**src/rtl/fetch_stage_pkg.sv**
```systemverilog
// Shared definitions for the instruction-fetch stage: next-PC select encodings,
// the bubble encoding and the default reset PC.
package fetch_stage_pkg;

    localparam logic [1:0] PC_SEQ = 2'b00;
    localparam logic [1:0] PC_BR  = 2'b01;
    localparam logic [1:0] PC_FOR = 2'b10;
    localparam logic [1:0] PC_JT  = 2'b11;

    // Must stay equal to the NOOP opcode used by decode.
    localparam logic [15:0] DEFAULT_NOOP_INSTR = 16'h0000;
    localparam logic [15:0] DEFAULT_RESET_PC   = 16'h0000;

endpackage

```
**src/rtl/fetch_stage_return_addr_stack.sv**
```systemverilog
// Circular return-address stack used by fetch_stage when FETCH_RAS_EN is defined.
// Pushing past DEPTH overwrites the oldest entry; popping an empty stack is a no-op.
module return_addr_stack #(
    parameter int W     = 16,
    parameter int DEPTH = 4
) (
    input  logic         clk,
    input  logic         reset,
    input  logic         push,
    input  logic         pop,
    input  logic [W-1:0] push_data,
    output logic [W-1:0] top,
    output logic         empty
);

    localparam int IDX_W = $clog2(DEPTH);
    localparam int SP_W  = IDX_W + 1;
    // sp counts entries up to 2*DEPTH-1 so that a wrapped stack still unwinds
    // through every slot before reporting empty; it folds back to DEPTH, never to 0.
    localparam logic [SP_W-1:0] SP_ONE  = SP_W'(1);
    localparam logic [SP_W-1:0] SP_FOLD = SP_W'(DEPTH);
    localparam logic [SP_W-1:0] SP_MAX  = SP_W'(2 * DEPTH - 1);

    logic [W-1:0]     mem_r [DEPTH];
    logic [SP_W-1:0]  sp_r;
    logic [IDX_W-1:0] top_idx_s;
    logic [IDX_W-1:0] wr_idx_s;

    assign top_idx_s = IDX_W'(sp_r - SP_ONE);
    assign wr_idx_s  = IDX_W'(sp_r);
    assign empty     = (sp_r == {SP_W{1'b0}});
    assign top       = mem_r[top_idx_s];

    // Stack pointer and storage update; a simultaneous push and pop replaces the top.
    always_ff @(posedge clk or posedge reset) begin
        if (reset) begin
            sp_r <= {SP_W{1'b0}};
            for (int i = 0; i < DEPTH; i++) begin
                mem_r[i] <= {W{1'b0}};
            end
        end else if (push && pop && !empty) begin
            mem_r[top_idx_s] <= push_data;
        end else if (push) begin
            mem_r[wr_idx_s] <= push_data;
            sp_r            <= (sp_r == SP_MAX) ? SP_FOLD : sp_r + SP_ONE;
        end else if (pop && !empty) begin
            sp_r <= sp_r - SP_ONE;
        end else begin
            sp_r <= sp_r;
        end
    end

endmodule

```
**src/rtl/fetch_stage.sv**
```systemverilog
// Instruction-fetch stage: PC, next-PC mux, IF/ID register and CALL return address.
// Define FETCH_RAS_EN to replace the single RR register with a return-address stack.
module fetch_stage
    import fetch_stage_pkg::*;
#(
    parameter int                PC_W       = 16,
    parameter int                INSTR_W    = 16,
    parameter logic [PC_W-1:0]   RESET_PC   = DEFAULT_RESET_PC,
    parameter logic [INSTR_W-1:0] NOOP_INSTR = DEFAULT_NOOP_INSTR,
    parameter int                RAS_DEPTH  = 4
) (
    input  logic               clk,
    input  logic               reset,
    input  logic               stall,
    input  logic               killF,
    input  logic [1:0]         PCSrc,
    input  logic               PCsrcJType,
    input  logic               RRSrc,
    input  logic [PC_W-1:0]    branch_target,
    input  logic [PC_W-1:0]    for_target,
    input  logic [PC_W-1:0]    jump_target,
    input  logic               imem_ready,
    input  logic [INSTR_W-1:0] imem_rdata,
    output logic [PC_W-1:0]    imem_addr,
    output logic [INSTR_W-1:0] if_id_instr,
    output logic [PC_W-1:0]    if_id_pc,
    output logic [PC_W-1:0]    if_id_pc_plus1,
    output logic               if_id_valid,
    output logic [PC_W-1:0]    rr_out
);

    localparam logic [PC_W-1:0] PC_ONE = {{(PC_W-1){1'b0}}, 1'b1};

    logic [PC_W-1:0] pc_r;
    logic [PC_W-1:0] pc_plus1_s;
    logic [PC_W-1:0] target_s;
    logic [PC_W-1:0] rr_s;

    assign pc_plus1_s = pc_r + PC_ONE;
    assign imem_addr  = pc_r;
    assign rr_out     = rr_s;

    // Redirect target selection; PC_SEQ covers the never-expected killF-with-sequential case.
    always_comb begin
        target_s = pc_plus1_s;
        case (PCSrc)
            PC_SEQ:  target_s = pc_plus1_s;
            PC_BR:   target_s = branch_target;
            PC_FOR:  target_s = for_target;
            PC_JT:   target_s = PCsrcJType ? rr_s : jump_target;
            default: target_s = pc_plus1_s;
        endcase
    end

    // PC and IF/ID register: stall > kill > memory not ready > normal fetch.
    always_ff @(posedge clk or posedge reset) begin
        if (reset) begin
            pc_r           <= RESET_PC;
            if_id_instr    <= NOOP_INSTR;
            if_id_pc       <= {PC_W{1'b0}};
            if_id_pc_plus1 <= PC_ONE;
            if_id_valid    <= 1'b0;
        end else if (stall) begin
            pc_r <= pc_r;
        end else if (killF) begin
            pc_r        <= target_s;
            if_id_instr <= NOOP_INSTR;
            if_id_valid <= 1'b0;
        end else if (!imem_ready) begin
            if_id_instr <= NOOP_INSTR;
            if_id_valid <= 1'b0;
        end else begin
            pc_r           <= pc_plus1_s;
            if_id_instr    <= imem_rdata;
            if_id_pc       <= pc_r;
            if_id_pc_plus1 <= pc_plus1_s;
            if_id_valid    <= 1'b1;
        end
    end

`ifdef FETCH_RAS_EN
    logic            ras_pop_s;
    logic            ras_empty_s;
    logic [PC_W-1:0] ras_top_s;

    // A RET pops only when it actually redirects; the target is read before the pop lands.
    assign ras_pop_s = (PCSrc == PC_JT) & PCsrcJType & killF & ~stall;
    assign rr_s      = ras_empty_s ? {PC_W{1'b0}} : ras_top_s;

    return_addr_stack #(
        .W     (PC_W),
        .DEPTH (RAS_DEPTH)
    ) u_ras (
        .clk       (clk),
        .reset     (reset),
        .push      (RRSrc & ~stall),
        .pop       (ras_pop_s),
        .push_data (if_id_pc_plus1),
        .top       (ras_top_s),
        .empty     (ras_empty_s)
    );
`else
    // A non-positive depth removes return-address storage altogether.
    if (RAS_DEPTH > 0) begin : g_rr
        logic [PC_W-1:0] rr_r;

        // CALL in ID captures its own PC+1 as the return address.
        always_ff @(posedge clk or posedge reset) begin
            if (reset) begin
                rr_r <= {PC_W{1'b0}};
            end else if (RRSrc && !stall) begin
                rr_r <= if_id_pc_plus1;
            end else begin
                rr_r <= rr_r;
            end
        end

        assign rr_s = rr_r;
    end else begin : g_no_rr
        assign rr_s = {PC_W{1'b0}};
    end
`endif

endmodule

```
**config.mk**
```make
export PLATFORM = sky130hd
export DESIGN_NAME = fetch_stage
export DESIGN_NICKNAME = d
export VERILOG_FILES = /design/src/rtl/fetch_stage_pkg.sv /design/src/rtl/fetch_stage_return_addr_stack.sv /design/src/rtl/fetch_stage.sv
export SDC_FILE = /design/constraint.sdc
export NUM_CORES = 1
export LEC_CHECK = 0
export ABC_AREA = 1
export CAP_MARGIN = 20
export CORE_MARGIN = 2
export CORE_UTILIZATION = 30
export CTS_BUF_LIST = sky130_fd_sc_hd__clkbuf_8
export DETAILED_ROUTE_END_ITERATION = 10
export PLACE_DENSITY = 0.62
export SETUP_SLACK_MARGIN = 0.4
export SLEW_MARGIN = 20
export SYNTH_ARGS = -nofsm -noshare
export SYNTH_HDL_FRONTEND = slang
export SYNTH_SLANG_ARGS = --single-unit
```
**constraint.sdc**
```tcl
create_clock -name clk -period 3.25 [get_ports clk]
set_input_delay 0.65 -clock clk [delete_from_list [all_inputs] [get_ports clk]]
set_output_delay 0.65 -clock clk [all_outputs]
set_load 0.01 [all_outputs]
```
# Yosys cells after proc, flatten, opt, wreduce, memory -nomap -nowiden
# Cells that the tools add are included.
op_classes:
  addsub: 1
  n_eq_ne: 3
  n_mux: 8
  bitwise: 2
  n_reduce_logical: 6
op_table:
  columns: ["operator", "n"]
  rows:
  - ["2-to-1 mux 16 bit", 5]
  - ["case mux 16 bit (4 select lines)", 1]
  - ["adder 16 x 1 -> 16 bit, second input constant", 1]
  - ["== test 2 bit, second input constant", 2]
  - ["AND reduction 3 bit", 1]
  - ["== test 2 x 1 -> 1 bit, second input constant", 1]
  - ["logical NOT 2 bit", 1]
  - ["2-to-1 mux 1 bit", 2]
  - ["inverter 1 bit", 2]
  - ["AND reduction 2 bit", 1]
  - ["nonzero test 2 bit", 1]
  - ["logical AND 1 bit", 1]
  - ["logical NOT 1 bit", 1]
word_totals:
  ff_bits: 81
  inputBits: 73
  out_inout_bits: 81
  word_cells: 26

# Longest topological paths before layout
# Gate-level depths: netlist (run 1).
depth:
  word_depth: 3
  mapped_depth: 9
  ltp_nobuf: 8

# Worst setup path after synthesis (run 1)
# OpenSTA, ideal clock, no wires.
synth_timing:
  path_type: "input to register"
  start: "input port stall"
  end: "register g_rr.rr_r[12], in the netlist rr_out[12]"
  setup_ps: 125
  arrival_time_ps: 1480
  t_required_ps: 3125
  slack_ps: 1645
  path_stages: 5
  n_path_buf: 2
  cell_sequence: "buf_4 inv_1 nand2_2 buf_2 mux2_2"
synth_between:
  elab_chain_cells: 2
synth_lines:
  columns: ["element", "line", "source"]
  rows:
  - ["start, declared", "fetch_stage.sv:14", "input logic stall,"]
  - ["logical NOT 1 bit", "fetch_stage.sv:111", "end else if (RRSrc && !stall) begin"]
  - ["logical AND 1 bit", "fetch_stage.sv:111", null]
  - ["end signal, assigned", "fetch_stage.sv:110", "rr_r <= {PC_W{1'b0}};"]
  - ["end signal, assigned", "fetch_stage.sv:112", "rr_r <= if_id_pc_plus1;"]
  - ["end signal, assigned", "fetch_stage.sv:114", "rr_r <= rr_r;"]
  - ["end, declared", "fetch_stage.sv:105", "logic [PC_W-1:0] rr_r;"]
# Every way passes these cells.
# A chain may end at the register's enable or synchronous reset.

# Worst setup path in the final report (run 1)
layout_timing:
  start: "register pc_r[2], in the netlist imem_addr[2]"
  end: "output port imem_addr[2]"
layout_rtl:
  columns: ["element", "line", "source"]
  rows:
  - ["start, declared", "fetch_stage.sv:34", "logic [PC_W-1:0] pc_r;"]
  - ["start signal, assigned", "fetch_stage.sv:64", "pc_r <= pc_r;"]
  - ["start signal, assigned", "fetch_stage.sv:66", "pc_r <= target_s;"]
  - ["start signal, assigned", "fetch_stage.sv:73", "pc_r <= pc_plus1_s;"]
  - ["end, declared", "fetch_stage.sv:24", "output logic [PC_W-1:0] imem_addr,"]
# No word-level cell between the ends.

==> flow_summary.yaml, run 1 <==
run_status:
  status: "complete, no violations"
clock_tree:
  cts_hold_buf: 0
  clock_latency_ns: 0.35
  tritoncts: "built"
  numCtsBuffers: 9
  h-tree-depth: 3
  cts-root-buf: "clkbuf_8"
  clockBufferDepth: 2
  path_clk_slew_ns: 0.08
  cts_sinks: 81
  cts_setup_buffers: 0
  postCtsResizedCells: 0
route:
  vias_per_cell: 4.76
  drt_drc_violations_left: 0
  firstDrtPassIters: 5
  drtIter0Drc: 192
  wire_per_inst_um: 16.6
  antenna_left: 0
  num_vias: 3926
  routed_wl_um: 13600
place:
  io_buffers: 153
  pre_cts_ws_ns: 0.867
  dp_hpwl_um: 10300
  routabilityCongestion: 0.804
setup_path:
  crit_arrival_ns: 1.49
  path_cells: "clkdlybuf4s50_1"
  crit_buf_inv: 1
  worstSetupEndpointType: "primary output"
  path_class: "reg2out"
  cp_slowest_stage_delay_ns: 0.62
  path_max_fanout: 8
  path_delay_family: "buffers and inverters"
  crit_slowest_cell: "clkdlybuf4s50_1"
  required_ns: 2.60
  cp-start-kind: "register"
global_route:
  overflow: 0
  grt_pass1_vias: 4000
  grt_max_degree: 43
  grt_first_pass_wirelength_um: 21700
  grt_usage_pct: 19.5
  antenna_found_initial: 0
floorplan:
  boundaryPins: 154
  coreArea_mm2: 0.0131
  start_util_pct: 30.5
  die_y_um: 120
  row_count: 42
  die_area_mm2: 0.0143
  die_w_um: 120
sta:
  fin_tns_setup_ns: 0
  rsz0062_at_grt: "false"
  worst_pin_slew_ns: 0.795
  period_share_pct: 65.8
  max_freq_ghz: 0.468
  finalSetupViolCount: 0
  slew_violations: 0
  max_slew_margin_pct: 47.0
  finalClockSkew_ns: 0.00428
  hold_viol_final: 0
  worst_slack_ns: 1.11
  period_minus_slack_ns: 2.14
synth:
  yosysUniqueCellTypes: 24
  yosys_warnings: 0
  syn_area_per_cell_um2: 8.07
  syn_nets: 571
  synthCells: 497
  ys_seq_area_share_pct: 50.6
  synth-seq-cells: 81
  synth_area_mm2: 0.00401
pwr:
  vdd_drop_max_mv: 0.210
  finalPower_w: 0.00321
  p_leak_nw: 2.65
  power_density_mw_per_mm2: 545
min_path:
  min_path_type: "reg2reg"
layout:
  layout_common_cells: "153 x clkdlybuf4s50_1, 139 x nand2_1, 80 x dfrtp_1, 53 x nor2_1, 39 x nand3_1"
  area_growth_pct: 46.6
  drive_above_1_share_pct: 6.64
  num_antenna_cells: 0
  nets: 719
  final_common_cell: "clkdlybuf4s50_1"
run:
  maxCapViolCount: 0
stage by stage:
step / area [um2] / util, % / cells / hold WS, ns
floorplan: 4010 / - / 497 / 0.500
global placement: 5700 / 43.4 / 810 / 0.476
detailed placement: 5700 / 43.4 / 810 / 0.466
CTS: 5880 / 44.8 / 824 / 0.488
global route: 5880 / 44.8 / 824 / 0.523
finish: 5880 / 44.8 / 824 / 0.482
report_power, final:
group / internal (W) / switching [W]
clock: 0.000364 / 0.000358
combinational: 0.000578 / 0.000497
sequential: 0.00121 / 0.000201
total: 0.00215 / 0.00106
final cells by class:
class	instances	area [um2]
Multi-Input combinational cell	349	1680
Sequential cell	81	2030
Timing Repair Buffer	162	1610
Tap cell	176	220
Clock buffer	10	138
Clock inverter	4	45.0
Fill cell	1336	7260
Inverter	42	159
metal layers:
metal | GRT usage (%) | routed length, um
met3 | 5.04 | 861
met2 | 33.1 | 6640
met5 | 0 | 0
met4 | 4.93 | 191
met1 | 24.8 | 5950
registers in the layout, indices dropped and copies added (netlist names):
| signal | cells |
|---|---|
| rr_out | 16 |
| if_id_valid | 1 |
| if_id_pc_plus1 | 16 |
| if_id_pc | 16 |
| if_id_instr | 16 |
| imem_addr | 16 |
cells in the mapped netlist (all sizes together):
master	count	area share [%]
nand4	6	0.94
clkbuf	8	0.75
nand3	39	4.9
a31oi	9	1.4
dfrtp	80	50
a21oi	19	2.4
a22o	16	3.5
buf	17	2.9
mux2	7	2.0
nand2	142	13
inv	42	3.9
nor2	58	6.0
o21ai	46	5.7
nand3b	1	0.19
dfstp	1	0.66
xor2	5	1.1
ha	1	0.31
path summary, 6_finish.rpt:
path,from,endpoint,slack (ns),cells past startpoint
min in group asynchronous,reset,if_id_pc[2],0.75,2
setup reg to reg,imem_addr[0],imem_addr[6],1.62,7
setup / recovery,imem_addr[2],imem_addr[2],1.11,1
max in group asynchronous,reset,if_id_pc_plus1[0],1.81,3
hold / removal,if_id_valid,if_id_valid,0.48,2
hold reg to reg,if_id_valid,if_id_valid,0.48,2
cells by family (layout without fill, tap and decap cells):
family	Yosys count	in the layout	share of synthesized area [%]
and+or+nand+nor	246	246	25.5
DFF	81	81	50.6
xor gates and xnor gates	5	5	1.09
buffers and inverters	67	218	7.58
AOI/OAI and AO/OA	90	90	13.0
muxes	7	7	1.97
adders and majority gates	1	1	0.312
(Power assumes the default switching activity.)
==> run 2, diff against run 1 <==
==> constraint.sdc (replaced) <==
create_clock -name clk -period 2 [get_ports clk]
set_input_delay 0.4 -clock clk [delete_from_list [all_inputs] [get_ports clk]]
set_output_delay 0.4 -clock clk [all_outputs]
set_load 0.01 [all_outputs]
==> flow_summary.yaml, run 2 (synthesis results as in run 1) <==
layout:
  nets: 742
  layout_common_cells: "139 x nand2_1, 81 x dlygate4sd2_1, 70 x clkdlybuf4s50_1, 69 x dfrtp_1, 52 x nor2_1"
  nFillCells: 1319
  final_cell_area_mm2: 0.00613
  area_growth_pct: 52.8
  multi_input_area_mm2: 0.00173
  seq_area_mm2: 0.00204
  drive_above_1_share_pct: 12.6
  final_common_cell: "nand2_1"
run:
  maxCapViolCount: 0
global_route:
  overflow: 0
  grt_first_pass_wirelength_um: 23100
  antenna_found_initial: 1
  grt_max_degree: 40
  grt_usage_pct: 20.9
  grt_pass1_vias: 4270
setup_path:
  cp-start-kind: "register"
  crit_arrival_ns: 1.16
  worstSetupEndpointType: "primary output"
  required_ns: 1.60
  path_class: "reg2out"
  path_max_fanout: 2
sta:
  rsz0062_at_grt: "true"
  finalSetupViolCount: 0
  worst_pin_slew_ns: 0.443
  period_share_pct: 77.8
  period_minus_slack_ns: 1.56
  finalClockSkew_ns: 0.0115
  hold_viol_final: 0
  slew_violations: 0
  fin_tns_setup_ns: 0
  max_freq_ghz: 0.643
  max_slew_margin_pct: 70.4
  worst_slack_ns: 0.445
pwr:
  p_leak_nw: 3.00
  vdd_drop_max_mv: 0.354
  power_density_mw_per_mm2: 873
place:
  postPlaceCellArea_mm2: 0.00581
  io_buffers: 153
  routabilityCongestion: 0.883
  pre_cts_ws_ns: -0.0543
  dp_hpwl_um: 10900
clock_tree:
  cts_sinks: 81
  tritoncts: "built"
  h-tree-depth: 3
  cts-root-buf: "clkbuf_8"
  clock_latency_ns: 0.36
  path_clk_slew_ns: 0.09
  numCtsBuffers: 9
  cts_hold_buf: 0
  clockBufferDepth: 2
route:
  wire_per_inst_um: 17.4
  firstDrtPassIters: 5
  vias_per_cell: 4.90
  routed_wl_um: 14800
  num_vias: 4164
  drt_drc_violations_left: 0
  antenna_left: 0
  drtIter0Drc: 211
floorplan:
  die_area_mm2: 0.0143
  coreArea_mm2: 0.0131
  start_util_pct: 30.5
  die_y_um: 120
  die_w_um: 120
  row_count: 42
  boundaryPins: 154
min_path:
  min_path_type: "in2async"
run_status:
  status: "complete, no violations"
run 2: cell types whose count changed in the layout (fill, tap and decap cells not counted), sizes merged, moves of 2 or more:
cell           before  now
clkdlybuf4s50     153   70
dlygate4sd2         0   81
buf                 9   32
clkinvlp            0    3
clkinv              4    2
run 2: power breakdown:
| part | switching [W] | internal [W] | total, W | leakage (nW) |
|---|---|---|---|---|
| registers | 0.000277 | 0.00197 | 0.00225 | 1.00 |
| clock network | 0.000633 | 0.000703 | 0.00134 | 0.111 |
| logic | 0.000935 | 0.000830 | 0.00177 | 1.89 |
run 2: stage by stage:
step | cells | utilization, % | power [W] | hold slack, ns
floorplan | 497 | - | 0.00299 | 0.500
global placement | 817 | 44.3 | 0.00410 | 0.467
detailed placement | 817 | 44.3 | 0.00413 | 0.474
CTS | 846 | 46.1 | 0.00534 | 0.409
global route | 849 | 46.6 | 0.00568 | 0.426
finish | 850 | 46.6 | 0.00535 | 0.406
run 2: cell type report:
type	instances	area share, %
sequential	81	33.3
timing repair buffer	185	28.6
multi-input combinational	349	28.2
tap	176	3.59
inverter	42	2.69
clock buffer	9	2.02
clock inverter	7	1.53
antenna	1	0.0408
run 2: worst paths after layout:
check / start / to / slack (ns) / cells after the start
max: imem_addr[1] / imem_addr[1] / 0.44 / 2
min: reset / rr_out[3] / 0.41 / 2
max reg2reg: imem_addr[2] / if_id_pc_plus1[15] / 0.48 / 8
min reg2reg: if_id_pc[5] / if_id_pc[5] / 0.49 / 2
max in group asynchronous: reset / if_id_pc_plus1[0] / 1.04 / 3
min in group clk: if_id_pc[5] / if_id_pc[5] / 0.49 / 2
run 2: worst max-delay path, stage by stage (launching register included):
cell and delay, ns:
dfrtp_1 0.39, buf_4 0.13, dlygate4sd2_1 0.28
run 2: timing repair:
| action | in CTS | in global routing |
|---|---|---|
| gates resized for setup | 95 | 12 |
| endpoints found under the setup margin | 86 | 16 |
| pin swaps | 0 | 3 |
| setup buffers | 13 | 3 |
run 2: layer usage:
metal  routed length [um]  GRT usage (%)  vias up
li1                     -              -     1966
met1                 6070           26.1     1949
met2                 7180           34.8      214
met3                 1150           5.66       35
met4                  420           7.72        0
met5                    0              0        -
==> run 3, diff against run 2 <==
==> constraint.sdc (replaced) <==
create_clock -name clk -period 1.55 [get_ports clk]
set_input_delay 0.31 -clock clk [delete_from_list [all_inputs] [get_ports clk]]
set_output_delay 0.31 -clock clk [all_outputs]
set_load 0.01 [all_outputs]
==> flow_summary.yaml, run 3 (synthesis results as in run 1) <==
run_status:
  status: "complete, no violations"
layout:
  nFillCells: 1228
  drive_above_1_share_pct: 41.7
  layout_common_cells: "115 x nand2_1, 84 x buf_4, 69 x dfrtp_1, 65 x clkdlybuf4s50_1, 59 x buf_2"
  nets: 829
  final_common_cell: "nand2_1"
  area_growth_pct: 76.8
  final_util_pct: 54.0
  num_antenna_cells: 0
pwr:
  p_sw_w: 0.00278
  vdd_drop_max_mv: 0.505
  p_int_w: 0.00525
  power_density_mw_per_mm2: 1130
  p_clk_share_pct: 22.4
  switching_share_pct: 34.6
  p_leak_nw: 3.45
  finalPower_w: 0.00804
  power_frac_comb_pct: 42.0
  seqPwrFrac_pct: 35.6
global_route:
  grt_pass1_vias: 4680
  grt_use_met3_pct: 5.80
  grt_first_pass_wirelength_um: 24800
  use_met1_pct: 26.8
  overflow: 0
  grt_max_degree: 43
  groute.layer.met2.usage_pct: 39.4
  grt.busiest_layer: "met2"
  grt_usage_pct: 22.6
  antenna_found_initial: 0
clock_tree:
  numCtsBuffers: 9
  path_clk_slew_ns: 0.09
  tritoncts: "built"
  h-tree-depth: 3
  clock_latency_ns: 0.37
  cts-root-buf: "clkbuf_8"
  clockBufferDepth: 2
  cts_hold_buf: 0
  cts_sinks: 81
route:
  drtIter0Drc: 202
  firstDrtPassIters: 5
  drt_drc_violations_left: 0
  wire_per_inst_um: 17.4
  vias_per_cell: 4.78
  routed_wl_um: 16300
  num_vias: 4476
  antenna_left: 0
place:
  dp_hpwl_um: 11100
  routabilityCongestion: 0.857
  io_buffers: 153
  pre_cts_ws_ns: -0.232
run:
  maxCapViolCount: 0
sta:
  slew_violations: 0
  worst_slack_ns: 0.136
  fin_tns_setup_ns: 0
  hold_viol_final: 0
  period_minus_slack_ns: 1.41
  worst_pin_slew_ns: 0.304
  max_freq_ghz: 0.707
  max_slew_margin_pct: 79.7
  finalClockSkew_ns: 0.00861
  rsz0062_at_grt: "true"
  finalSetupViolCount: 0
  period_share_pct: 91.2
min_path:
  min_path_type: "in2async"
floorplan:
  die_w_um: 120
  coreArea_mm2: 0.0131
  boundaryPins: 154
  start_util_pct: 30.5
  row_count: 42
  die_y_um: 120
  die_area_mm2: 0.0143
setup_path:
  path_class: "reg2reg"
  required_ns: 1.81
  cp-start-kind: "register"
  crit_arrival_ns: 1.67
  path_max_fanout: 6
  worstSetupEndpointType: "register"
run 3: changes by cell type in the layout (fill, tap and decap cells not counted), sizes merged:
cell,delta
buf,+165
dlygate4sd2,-77
clkdlybuf4s50,-5
clkbuf,+2
bufbuf,+1
clkdlybuf4s15,+1
diode,-1
run 3: per-stage QoR:
stage	hold slack [ns]	std cells	cell area, um2
2_1_floorplan	0.443	497	4080
3_3_place_gp	0.467	837	5990
3_5_place_dp	0.472	837	5990
4_1_cts	0.364	909	6560
5_1_grt	0.373	936	7090
6_report	0.368	936	7090
run 3: area by class of cell:
class / instances / area, um2 / area share [%]
repair inverters: 1 / 7.51 / 0.106
clock buffers: 10 / 138 / 1.94
well taps: 176 / 220 / 3.11
multi-input cells: 349 / 2090 / 29.5
clock inverters: 6 / 90.1 / 1.27
flip-flops and latches: 81 / 2040 / 28.8
repair buffers: 271 / 2330 / 32.9
inverters: 42 / 169 / 2.38
run 3: path summary, 6_finish.rpt:
kind	start	to	slack, ns	depth (start not counted)
worst max-delay path	imem_addr[2]	imem_addr[9]	0.14	8
worst min-delay path	reset	imem_addr[2]	0.37	3
worst max register to register	imem_addr[2]	imem_addr[9]	0.14	8
worst min register to register	if_id_valid	if_id_valid	0.49	2
max in group asynchronous	reset	imem_addr[9]	0.88	3
min in group clk	RRSrc	rr_out[3]	0.41	3
run 3: what timing repair did:
action | 4_1_cts | 5_1_grt
gates cloned | 4 | 0
pin swaps | 32 | 33
setup buffers | 52 | 27
gates resized for setup | 405 | 86
endpoints found under the setup margin | 137 | 113
run 3: power groups by stage:
stage	logic, W	clock network [W]	registers, W
2_1_floorplan	0.000823	0	0.00307
4_1_cts	0.00283	0.00184	0.00285
6_report	0.00338	0.00180	0.00286
3_5_place_dp	0.00241	0	0.00301
3_3_place_gp	0.00240	0	0.00299
5_1_grt	0.00364	0.00194	0.00290
run 3: per-layer routing:
metal,share of wire [%],vias up,wire length [um]
met5,0,-,0
met4,3.4,0,546
met3,6.9,34,1120
met2,50,194,8140
met1,40,2124,6480
li1,-,2124,-
run 3: worst max-delay path: stages, from the launching register on:
cell,delay (ns)
dfrtp_2,0.41
buf_8,0.15
nand3_4,0.10
nor2_4,0.24
nand2_2,0.08
nand2_2,0.09
nand2_4,0.07
nor2_4,0.10
o21ai_2,0.05
==> edit 1 (flow settings as in run 1) <==
The parameter `INSTR_W` goes from 16 to 32.
--- a/src/rtl/fetch_stage.sv
+++ b/src/rtl/fetch_stage.sv
@@ -4,7 +4,7 @@
     import fetch_stage_pkg::*;
 #(
     parameter int                PC_W       = 16,
-    parameter int                INSTR_W    = 16,
+    parameter int                INSTR_W    = 32,
     parameter logic [PC_W-1:0]   RESET_PC   = DEFAULT_RESET_PC,
     parameter logic [INSTR_W-1:0] NOOP_INSTR = DEFAULT_NOOP_INSTR,
     parameter int                RAS_DEPTH  = 4
Interface: changed (resized if_id_instr and imem_rdata); port bits go from 154 to 186. No check against the original RTL was run, so the function may have changed too.
==> edit 1 against run 1 <==
Wire length rose by 19%; worst hold slack improved by 8.6 ps; synthesized area rose by 14%; core utilization grew 0.39 points; setup slack got worse by 95 ps; sequential power is 16% higher; sequential cell count up 16; total power rose by 12%; non-clock buffer count is 32 higher; cell area grew 15%; critical path type is now in -> reg.
==> edit 1: results (changes against run 1) <==
Metal-1 WL 7250 um (+22%); placed cell areas 6590 um2 (+16%); metal3 WL 1040 um (+21%); delay-heaviest family, CP simple AND/OR/NAND/NOR gates; Routed WL 16200 um (+19%); status complete, no violations; crit path max fanout 12 (+4); Skew-Pair Late Insertion Delay 390 ps (+40 ps); placed cell count 880 (+8.6%); Synth top cells by count nand2_1 (148), dfrtp_1 (96), nor2_1 (46), o21ai_0 (42); unique cell type count in the Yosys netlist 25 (+4.2%); Leakage 3.04 nW (+15%); clock-pin slew on the worst setup and hold paths 100 ps (+20 ps); vias in the first global route 4340 (+8.5%); reg2reg setup slack 1500 ps (-120 ps); Yosys warning total 0 (unchanged); All-Layer GR Usage 0.201 (+0.00630); first-pass GRT wire length 24900 um (+15%); Synthesized Nets 615 (+7.7%); Logic pwr share 0.319 (-0.016); DR vias/cell 4.95 (+4.0%); pin count of the biggest net entering global routing 49 (+14%); Seq group 1.64 mW (+16%); Int Power 2.41 mW (+12%); Max-slew headroom 0.561 (+0.0912); Nets 793 (+10%); adder-cell share of the synthesized area 0.00275 (-0.000374); worst setup path start PCSrc[0]; post-synthesis mux area share 0.0247 (+0.00506); pre-CTS setup slack 692 ps (-176 ps); Port Buf Inserts 185 (+21%); Area contributors post-synth dfrtp_1 (53%), nand2_1 (12%), a22o_1 (6.2%); Compound-Gate Fraction of Synth Area 0.144 (+0.0138); 1st-iter DRT viols 384 (+100%); met2 routed WL 7650 um (+15%); Placer Congestion 0.853 (+6.1%); Clock Skew 18.7 ps (+14.5 ps); crit path capture imem_addr[15]; DR vias 4438 (+13%); R2R depth 7 (unchanged); share of post-route cells with drive strength above 1 0.0636 (-0.00280); VDD IR max 220 uV (+4.7%); Filler Cell Count 1483 (+11%)
[edit 1: through the flow]
| stage | hold slack, ps | util |
|---|---|---|
| final | 491 | 0.451 |
| after global routing | 520 | 0.451 |
| after CTS | 496 | 0.451 |
| after detailed placement | 470 | 0.438 |
| after global placement | 472 | 0.438 |
| after floorplan | 500 | - |
[edit 1: area by class of cell]
| type | instances | area [um2] | share of cell area |
|---|---|---|---|
| multi-input cells | 363 | 1850 | 0.272 |
| flip-flops and latches | 97 | 2430 | 0.358 |
| repair buffers | 194 | 1930 | 0.285 |
| well taps | 188 | 235 | 0.0347 |
| clock buffers | 10 | 138 | 0.0203 |
| inverters | 38 | 146 | 0.0216 |
| clock inverters | 6 | 60.1 | 0.00885 |
[edit 1: layer usage]
| layer | up-vias | global-route usage |
|---|---|---|
| met5 | - | 0 |
| met4 | 0 | 0.0562 |
| met3 | 20 | 0.0389 |
| met2 | 173 | 0.313 |
| met1 | 2153 | 0.288 |
| li1 | 2092 | - |
==> edit 2 (config.mk and constraints of run 1) <==
Made on the original files. Add an input register stage for `branch_target`, `for_target` and `jump_target`, without a reset; this delays them by one clock. The other inputs are not delayed to match.
--- a/src/rtl/fetch_stage.sv
+++ b/src/rtl/fetch_stage.sv
@@ -31,6 +31,16 @@
 
     localparam logic [PC_W-1:0] PC_ONE = {{(PC_W-1){1'b0}}, 1'b1};
 
+    logic [PC_W-1:0] branch_target_q;
+    logic [PC_W-1:0] for_target_q;
+    logic [PC_W-1:0] jump_target_q;
+
+    always_ff @(posedge clk) begin
+        branch_target_q <= branch_target;
+        for_target_q    <= for_target;
+        jump_target_q   <= jump_target;
+    end
+
     logic [PC_W-1:0] pc_r;
     logic [PC_W-1:0] pc_plus1_s;
     logic [PC_W-1:0] target_s;
@@ -45,9 +55,9 @@
         target_s = pc_plus1_s;
         case (PCSrc)
             PC_SEQ:  target_s = pc_plus1_s;
-            PC_BR:   target_s = branch_target;
-            PC_FOR:  target_s = for_target;
-            PC_JT:   target_s = PCsrcJType ? rr_s : jump_target;
+            PC_BR:   target_s = branch_target_q;
+            PC_FOR:  target_s = for_target_q;
+            PC_JT:   target_s = PCsrcJType ? rr_s : jump_target_q;
             default: target_s = pc_plus1_s;
         endcase
     end
Function: changed (Yosys sat finds a counterexample within 4 cycles, from zero or initial values and one cycle with reset high).
==> edit 2 against run 1 <==
Setup slack worse by 140 ps; cell count up 13%; total power up 39%; wire length up 12%; sequential cell count up 48; die area up 22%; core utilization down 0.43 points; cell area up 21%; synthesized area up 23%; worst hold slack worse by 2.7 ps; largest cell class unchanged.
==> edit 2: results (changes against run 1) <==
Fin. Hold Viols 0 (unchanged); placed cell count 902 (+11%); clock-pin slew on the worst setup and hold paths 80 ps (about the same); # hold bufs at CTS 0 (unchanged); Max-slew headroom 0.488 (+0.0184); crit path max fanout 8 (unchanged); unique cell type count in the Yosys netlist 26 (+8.3%); Yosys warning total 0 (unchanged); Post-CTS Resized 0 (unchanged); vias in the first global route 4490 (+12%); CP max stage delay 610 ps; hold path cells 2 (unchanged); Port Buf Inserts 153 (unchanged); reg2reg setup slack 1450 ps (-170 ps); All-Layer GR Usage 0.180 (-0.0151); antenna violations before repair 0 (unchanged); Setup Buffers After CTS 0 (unchanged); placed cell areas 6700 um2 (+18%); pin count of the biggest net entering global routing 44 (+2.3%); Area contributors post-synth dfrtp_1 (41%), dfxtp_1 (19%), nand2_1 (11%); Max clock buf depth 2 (unchanged); status complete, no violations; Main synth FF type dfrtp_1; Critical-path top delay cell clkdlybuf4s50_1; worst hold path startpoint if_id_pc[2]; Leakage 3.17 nW (+20%); HP Class reg -> reg; R2R depth 8 (+1); 1st-iter DRT viols 240 (+25%); Nets 779 (+8.3%); Skew-Pair Late Insertion Delay 460 ps (+110 ps); VDD IR max 279 uV (+33%); sink of the worst hold path if_id_pc[2]; Hold WS 479 ps (-2.70 ps); DP Wirelength 11400 um (+10%); delay-heaviest family, CP buffers and inverters; clock buffer count from CTS 17 (+8); H-tree levels 4 (+1); n_diodes 0 (unchanged); Synth top cells by count nand2_1 (146), dfrtp_1 (80), dfxtp_1 (48), nor2_1 (47), inv_1 (43); Critical Path AT 1630 ps (+140 ps); Synthesized Nets 622 (+8.9%); first-pass GRT wire length 24200 um (+11%); asr flop ratio synth 0.628 (-0.372); Clock Skew 13.8 ps (+9.52 ps); DR vias 4387 (+12%); Routed WL 15300 um (+12%); Placer Congestion 0.831 (+3.3%); clock root cell clkbuf_8; Reg-to-Reg End imem_addr[14]; share of post-route cells with drive strength above 1 0.0738 (+0.00746); first-pass detailed-route iteration total 5 (unchanged); Seq/Total Area, Yosys 0.605 (+0.0997); worst flop-to-flop path startpoint imem_addr[0]; DR vias/cell 4.70 (-1.4%); Mean Syn Cell Area 9.01 um2 (+12%)
edit 2: cell count changes after synthesis, moves of 4 or more:
cell     change
buf_2        +4
a21oi_1     +11
nand2_1      +7
nor2_1       -6
o21ai_0     -14
dfxtp_1     +48
o21ai_1      +7
inv_1        +4
edit 2: cells by family after synthesis:
group,count (synthesis),share of synthesized area
flops,129,0.605
buf+inv,71,0.0596
mux,4,0.00912
xor+xnor,4,0.00710
fa+ha+maj,1,0.00253
compound gates,98,0.115
simple gates,241,0.201
edit 2: cell type report:
class                   count  area [um2]
clock buffers              20         275
fillers                  1594        8910
well taps                 216         270
multi-input cells         348        1650
clock inverters            12         121
flip-flops and latches    129        2990
repair buffers            160        1600
inverters                  49         185
edit 2: where the power goes:
part           switching (mW)  internal [mW]
registers               0.210           1.82
clock network           0.677          0.680
logic                   0.501          0.556
edit 2: worst max path at each step:
| stage | startpoint | end | slack (ps) |
|---|---|---|---|
| 6_report | imem_addr[0] | imem_addr[0] | 970 |
| 5_1_grt | imem_addr[0] | imem_addr[0] | 910 |
| 4_1_cts | imem_addr[0] | imem_addr[0] | 950 |
| 3_5_place_dp | PCSrc[0] | imem_addr[13] | 820 |
| 3_3_place_gp | PCSrc[0] | imem_addr[9] | 860 |
| 2_1_floorplan | reset | if_id_instr[0] | 520 |
edit 2: layer usage:
layer  global-route usage  vias to the layer above  wire length [um]
met5                    0                        -                 0
met4               0.0783                        0               408
met3               0.0550                       33              1180
met2                0.291                      188              7240
met1                0.222                     2057              6510
li1                     -                     2109                 -
edit 2: metrics by stage:
| stage | total power [mW] | setup WS, ps |
|---|---|---|
| finish | 4.44 | 969 |
| global route | 4.68 | 905 |
| CTS | 4.49 | 949 |
| detailed placement | 3.13 | 816 |
| global placement | 3.11 | 864 |
| floorplan | 2.44 | 522 |
